File: src/rtl/ps2_host_tx.sv
// ps2_host_tx
// -----------
// PS/2 host-to-device transmitter. Sends one command byte to a PS/2 device
// using the standard sequence: clock inhibit, request-to-send (start bit),
// device-clocked shift of 8 data bits + odd parity + stop, then device ACK.
// The open-drain PS/2 lines are driven through active-high pull-low enables.
//
// Optional build macro: PS2_TX_CLK_FILTER_EN
//   When defined, the synchronised PS/2 clock passes through an 8-sample
//   stability filter before falling edges are detected.
//
// Ports:
//   clk_25MHz    in   system clock
//   reset        in   asynchronous, active-high reset
//   write        in   single-cycle request to send tx_data (IDLE only)
//   tx_data[7:0] in   command byte, latched on an accepted write
//   ps2_clk_in   in   raw PS/2 clock line level (asynchronous)
//   ps2_data_in  in   raw PS/2 data line level (asynchronous)
//   ps2_clk_oe   out  1 pulls PS/2 clock low, 0 releases it
//   ps2_data_oe  out  1 pulls PS/2 data low, 0 releases it
//   busy         out  high from the cycle after an accepted write until done/err
//   done         out  one-cycle pulse: byte sent and ACK received
//   err          out  one-cycle pulse: NACK or timeout
module ps2_host_tx #(
  parameter int INHIBIT_CYCLES = 2500,
  parameter int TIMEOUT_CYCLES = 375000
) (
  input  logic       clk_25MHz,
  input  logic       reset,
  input  logic       write,
  input  logic [7:0] tx_data,
  input  logic       ps2_clk_in,
  input  logic       ps2_data_in,
  output logic       ps2_clk_oe,
  output logic       ps2_data_oe,
  output logic       busy,
  output logic       done,
  output logic       err
);

  localparam int MAX_CYCLES = (INHIBIT_CYCLES > TIMEOUT_CYCLES) ? INHIBIT_CYCLES : TIMEOUT_CYCLES;
  localparam int CNT_W      = $clog2(MAX_CYCLES);

  localparam logic [CNT_W-1:0] INHIBIT_LAST = CNT_W'(INHIBIT_CYCLES - 1);
  localparam logic [CNT_W-1:0] TIMEOUT_LAST = CNT_W'(TIMEOUT_CYCLES - 1);

  localparam logic [2:0] ST_IDLE      = 3'd0;
  localparam logic [2:0] ST_INHIBIT   = 3'd1;
  localparam logic [2:0] ST_RTS       = 3'd2;
  localparam logic [2:0] ST_SHIFT     = 3'd3;
  localparam logic [2:0] ST_WAIT_ACK  = 3'd4;
  localparam logic [2:0] ST_WAIT_IDLE = 3'd5;

  // Input synchronisers
  logic clk_meta_q, clk_meta_d;
  logic clk_sync_q, clk_sync_d;
  logic data_meta_q, data_meta_d;
  logic data_sync_q, data_sync_d;
  logic clk_prev_q, clk_prev_d;
  logic clk_level;
  logic fall;

  // Transmit FSM state
  logic [2:0]       state_q, state_d;
  logic [CNT_W-1:0] cnt_q, cnt_d;
  logic [3:0]       bit_cnt_q, bit_cnt_d;
  logic [9:0]       shift_q, shift_d;
  logic             clk_oe_q, clk_oe_d;
  logic             data_oe_q, data_oe_d;
  logic             busy_q, busy_d;
  logic             done_q, done_d;
  logic             err_q, err_d;
  logic             timeout_hit;
  logic             abort;

  always_comb begin
    clk_meta_d  = ps2_clk_in;
    clk_sync_d  = clk_meta_q;
    data_meta_d = ps2_data_in;
    data_sync_d = data_meta_q;
  end

  // Synchroniser flops reset to the idle (released/high) line level so that
  // leaving reset never fabricates an edge.
  always_ff @(posedge clk_25MHz or posedge reset) begin
    if (reset) begin
      clk_meta_q  <= 1'b1;
      clk_sync_q  <= 1'b1;
      data_meta_q <= 1'b1;
      data_sync_q <= 1'b1;
    end else begin
      clk_meta_q  <= clk_meta_d;
      clk_sync_q  <= clk_sync_d;
      data_meta_q <= data_meta_d;
      data_sync_q <= data_sync_d;
    end
  end

`ifdef PS2_TX_CLK_FILTER_EN
  logic       clk_filt_q, clk_filt_d;
  logic [2:0] filt_cnt_q, filt_cnt_d;

  // The filtered level flips only on the 8th consecutive synced sample that
  // disagrees with it; any agreeing sample restarts the run.
  always_comb begin
    clk_filt_d = clk_filt_q;
    filt_cnt_d = '0;
    if (clk_sync_q != clk_filt_q) begin
      if (filt_cnt_q == 3'd7) begin
        clk_filt_d = clk_sync_q;
      end else begin
        filt_cnt_d = filt_cnt_q + 3'd1;
      end
    end
  end

  always_ff @(posedge clk_25MHz or posedge reset) begin
    if (reset) begin
      clk_filt_q <= 1'b1;
      filt_cnt_q <= '0;
    end else begin
      clk_filt_q <= clk_filt_d;
      filt_cnt_q <= filt_cnt_d;
    end
  end

  assign clk_level = clk_filt_q;
`else
  assign clk_level = clk_sync_q;
`endif

  assign clk_prev_d = clk_level;
  assign fall       = clk_prev_q & ~clk_level;

  always_ff @(posedge clk_25MHz or posedge reset) begin
    if (reset) begin
      clk_prev_q <= 1'b1;
    end else begin
      clk_prev_q <= clk_prev_d;
    end
  end

  // Outputs are registered and computed from the next state, so each output
  // lines up with the state it belongs to. A write in the cycle done/err is
  // pulsing is ignored even though the FSM is already back in IDLE.
  always_comb begin
    state_d     = state_q;
    cnt_d       = cnt_q;
    bit_cnt_d   = bit_cnt_q;
    shift_d     = shift_q;
    clk_oe_d    = clk_oe_q;
    data_oe_d   = data_oe_q;
    busy_d      = busy_q;
    done_d      = 1'b0;
    err_d       = 1'b0;
    abort       = 1'b0;
    timeout_hit = (cnt_q == TIMEOUT_LAST);

    case (state_q)
      ST_IDLE: begin
        clk_oe_d  = 1'b0;
        data_oe_d = 1'b0;
        busy_d    = 1'b0;
        cnt_d     = '0;
        bit_cnt_d = '0;
        if (write && !done_q && !err_q) begin
          shift_d  = {1'b1, ~^tx_data, tx_data};
          clk_oe_d = 1'b1;
          busy_d   = 1'b1;
          state_d  = ST_INHIBIT;
        end
      end

      ST_INHIBIT: begin
        if (cnt_q == INHIBIT_LAST) begin
          cnt_d     = '0;
          data_oe_d = 1'b1;
          state_d   = ST_RTS;
        end else begin
          cnt_d = cnt_q + 1'b1;
        end
      end

      // Start bit stays driven low while the clock is released.
      ST_RTS: begin
        clk_oe_d  = 1'b0;
        cnt_d     = '0;
        bit_cnt_d = '0;
        state_d   = ST_SHIFT;
      end

      // A fall takes priority over the timeout terminal count.
      ST_SHIFT: begin
        if (fall) begin
          cnt_d     = '0;
          data_oe_d = ~shift_q[0];
          shift_d   = {1'b0, shift_q[9:1]};
          bit_cnt_d = bit_cnt_q + 4'd1;
          if (bit_cnt_q == 4'd9) begin
            state_d = ST_WAIT_ACK;
          end
        end else if (timeout_hit) begin
          abort = 1'b1;
        end else begin
          cnt_d = cnt_q + 1'b1;
        end
      end

      ST_WAIT_ACK: begin
        if (fall) begin
          cnt_d = '0;
          if (!data_sync_q) begin
            state_d = ST_WAIT_IDLE;
          end else begin
            abort = 1'b1;
          end
        end else if (timeout_hit) begin
          abort = 1'b1;
        end else begin
          cnt_d = cnt_q + 1'b1;
        end
      end

      ST_WAIT_IDLE: begin
        if (clk_level && data_sync_q) begin
          done_d  = 1'b1;
          busy_d  = 1'b0;
          cnt_d   = '0;
          state_d = ST_IDLE;
        end else if (fall) begin
          cnt_d = '0;
        end else if (timeout_hit) begin
          abort = 1'b1;
        end else begin
          cnt_d = cnt_q + 1'b1;
        end
      end

      default: begin
        state_d = ST_IDLE;
      end
    endcase

    // NACK and timeout share one exit: release both lines and flag err.
    if (abort) begin
      state_d   = ST_IDLE;
      clk_oe_d  = 1'b0;
      data_oe_d = 1'b0;
      busy_d    = 1'b0;
      err_d     = 1'b1;
      cnt_d     = '0;
    end
  end

  always_ff @(posedge clk_25MHz or posedge reset) begin
    if (reset) begin
      state_q   <= ST_IDLE;
      cnt_q     <= '0;
      bit_cnt_q <= '0;
      shift_q   <= '0;
      clk_oe_q  <= 1'b0;
      data_oe_q <= 1'b0;
      busy_q    <= 1'b0;
      done_q    <= 1'b0;
      err_q     <= 1'b0;
    end else begin
      state_q   <= state_d;
      cnt_q     <= cnt_d;
      bit_cnt_q <= bit_cnt_d;
      shift_q   <= shift_d;
      clk_oe_q  <= clk_oe_d;
      data_oe_q <= data_oe_d;
      busy_q    <= busy_d;
      done_q    <= done_d;
      err_q     <= err_d;
    end
  end

  assign ps2_clk_oe  = clk_oe_q;
  assign ps2_data_oe = data_oe_q;
  assign busy        = busy_q;
  assign done        = done_q;
  assign err         = err_q;

endmodule

File: config.mk
export PLATFORM = sky130hd
export DESIGN_NAME = ps2_host_tx
export DESIGN_NICKNAME = d
export VERILOG_FILES = /design/src/rtl/ps2_host_tx.sv
export SDC_FILE = /design/constraint.sdc
export NUM_CORES = 1
export LEC_CHECK = 0
export BUFFER_PORTS_ARGS = -buffer_cell sky130_fd_sc_hd__buf_2
export CORE_MARGIN = 5
export CORE_UTILIZATION = 55
export CTS_CLUSTER_DIAMETER = 50
export DETAILED_ROUTE_END_ITERATION = 6
export PLACE_DENSITY = 0.75
export SKIP_LAST_GASP = 1
export SYNTH_ARGS = -nofsm -noshare
export SYNTH_HDL_FRONTEND = slang
export SYNTH_SLANG_ARGS = --single-unit
export TNS_END_PERCENT = 1
File: constraint.sdc
create_clock -name clk_25MHz -period 3.25 [get_ports clk_25MHz]
set_input_delay 0.1625 -clock clk_25MHz [delete_from_list [all_inputs] [get_ports clk_25MHz]]
set_output_delay 0.1625 -clock clk_25MHz [all_outputs]
set_load 0.02 [all_outputs]
==> summary.md <==
| Metric | Value |
|---|---|
| Status | complete, no violations |
| Placement Setup Slack | 0.801 ns |
| Number of port buffers | 17 |
| Final WS setup | 0.747 ns |
| CP Data Required Time | 3.43 ns |
| Drt drc | 0 |
| Clk root buf | clkbuf_8 |
| Mapped Area | 2450 um2 |
| Register area share after synthesis | 47.3% |
| Synthesis-to-finish area growth | 10.1% |
| Yosys Warn Count | 0 |
| Die W | 76.7 um |
| Top Ports | 18 |
| WL per Instance | 14.8 um |
| Tot Pwr | 1060 uW |
| Skew final | 0.0101 ns |
| Unique masters post-synth | 49 |
| CTS buffer count | 5 |
| CTS Sinks | 46 |
| Critical-path cell list | ha_1 > nor4b_1 > nand4_1 > o21ai_1 > and2_1 > nor2_1 > a311o_1 |
| Final nets | 288 |
| Area of the core | 4320 um2 |
| Setup crit end kind | register |
| Worst path slowest cell | dfrtp_1 |
| Vias per std cell | 5.91 |
| Grt ovf | 0 |
| Setup TNS | 0 ns |
| Initial antenna violation count | 0 |
| CTS tree | yes |
| Final period utilization | 77.0% |
| Number of global-route vias before repair | 1882 |
| Placer Congestion | 0.805 |
| LEAKAGE | 0.00126 uW |
| RSZ-0062 raised after global routing | no |
| Flops & latches, synth | 46 |
| Most frequently used flop master after synthesis | dfrtp_1 |
| First-pass DRT Iterations | 4 |
| Post-Syn Nets | 268 |
| Global-route wire length before repair | 8680 um |
| Mapped Cells | 252 |
| Placed Instance Area | 2560 um2 |
| Max Freq | 400 MHz |
| Buffers & Inverters on Critical Path | 0 |
| Most common cell after layout, fill and taps aside | dfrtp_1 |
| Final core utilization | 62.3% |
| CTS Buffer Depth | 2 |
| Postcts setup bufs | 0 |
| Die Height | 76.7 um |
| Final slew viol count | 0 |
| Pwr per Cell Area | 396 nW/um2 |
| First DRT Iteration DRCs | 220 |
| Largest net degree at the start of global routing | 47 |
| Crit path DAT | 2.69 ns |
| Minimum clock period | 2.50 ns |
| Number of synthesized flops with an enable pin | 0 |
| Ant. Diodes | 0 |
| DIE AREA | 5880 um2 |
| Setup slack, reg-to-reg | 0.75 ns |
| Delay-heaviest family, CP | simple AND/OR/NAND/NOR gates |
| Clock slew seen by the registers of the worst setup and hold paths | 0.09 ns |
| Synth async-reset ratio | 100% |
| Post_cts resized | 0 |
| WL final | 4800 um |
| Insertion delay to the later sink of the worst-skew pair | 0.31 ns |
| # hold bufs at CTS | 2 |
| Starting Density | 56.6% |
| Worst vdd ir | 0.000267 V |
| Crit path kind | reg2reg |
| Syn Area/Cell | 9.71 um2 |
| Final Cell Area | 2690 um2 |
| Commonest non-fill, non-tap cells in the layout | 41 x dfrtp_1, 30 x nor2_1, 22 x nand2_1 |
| Fin. Hold Viols | 0 |
| Hold Path Class | in2async |
| Slew HR | 38.2% |
| Max incr delay on CP | 0.47 ns |
| Max-cap violations | 0 |
| H-tree depth | 2 |
| Layout cells sized above 1 | 14.3% |
| Total number of vias | 1922 |
| FP Rows | 24 |
| Setup-failing EPs final | 0 |
| Antenna Violating Nets Remaining | 0 |
| CP Max Fanout | 11 |
| Critical path launch point type | register |
| Filler instances | 392 |
| Tightest Pin Transition | 0.925 ns |
| Gr usage total | 17.7% |
| Detailed placer's ending HPWL | 3380 um |
==> synth_stat cells (all sizes together) (4+ instances only) <==
cell type  count  share of area, %
a21oi         10               2.0
and3           6               1.5
and4           6               2.4
buf            5               1.5
dfrtp         41                42
dfstp          5               5.4
inv            5              0.77
mux2i         10               4.1
nand2         22               3.4
nand2b         4               1.0
nand3         13               2.7
nand4          5               1.5
nor2          30               4.6
nor2b          5               1.3
nor3           4              0.82
o21ai         18               3.7
or3            4               1.0
xnor2         13               4.7
xor2           8               2.9
==> registers in the layout (all words and copies together), names as in the netlist <==
register	cells
state_q	3
busy	1
ps2_data_oe	1
data_sync_q	1
data_meta_q	1
clk_level	1
bit_cnt_q	4
shift_q	10
ps2_clk_oe	1
clk_prev_q	1
clk_meta_q	1
cnt_q	19
err	1
done	1
==> path summary, 6_finish.rpt <==
kind                       cells past startpoint        start          end
setup / recovery                               7     cnt_q[0]    cnt_q[10]
hold reg to reg                                0  data_meta_q  data_sync_q
hold / removal                                 2        reset   shift_q[0]
min in group clk_25MHz                         3   tx_data[0]   shift_q[0]
setup reg to reg                               7     cnt_q[0]    cnt_q[10]
max in group asynchronous                      2        reset    cnt_q[16]
==> cell families (layout without fill, tap and decap cells) <==
logic type | after synthesis | count (layout) | synth area share [%]
buffers and inverters | 13 | 34 | 2.76
DFF | 46 | 46 | 47.3
adders and majority gates | 3 | 3 | 1.53
AOI/OAI and AO/OA | 47 | 47 | 12.3
muxes | 11 | 11 | 4.55
and+or+nand+nor | 111 | 111 | 24.0
xor gates and xnor gates | 21 | 21 | 7.52
==> routing by layer <==
layer / wire (um) / global-route usage (%) / share of wire (%)
met3: 158 / 3.98 / 3.3
met5: 0 / 0 / 0
met4: 46 / 5.07 / 0.96
met2: 2230 / 27.7 / 47
met1: 2360 / 24.5 / 49
==> cell type report <==
cell class	instances	area (um2)	area share, %
tap	52	65.1	2.42
clock buffer	6	72.6	2.70
sequential	46	1160	43.0
multi-input combinational	193	1220	45.4
clock inverter	2	37.5	1.39
inverter	5	18.8	0.697
timing repair buffer	21	120	4.46
==> where the power goes <==
group / leakage [uW] / switching, uW / internal [uW]
registers: 0.000597 / 4.19 / 580
clock network: 0.0000514 / 197 / 230
logic: 0.000611 / 29.7 / 24.6
total: 0.00126 / 231 / 834
==> metrics by stage <==
step                hold WS, ns  cells
finish                   0.0575    325
detailed placement        0.270    315
global route              0.144    325
floorplan                 0.167    252
CTS                      0.0845    325
global placement          0.268    315
Power figures use the tool's default switching activity.
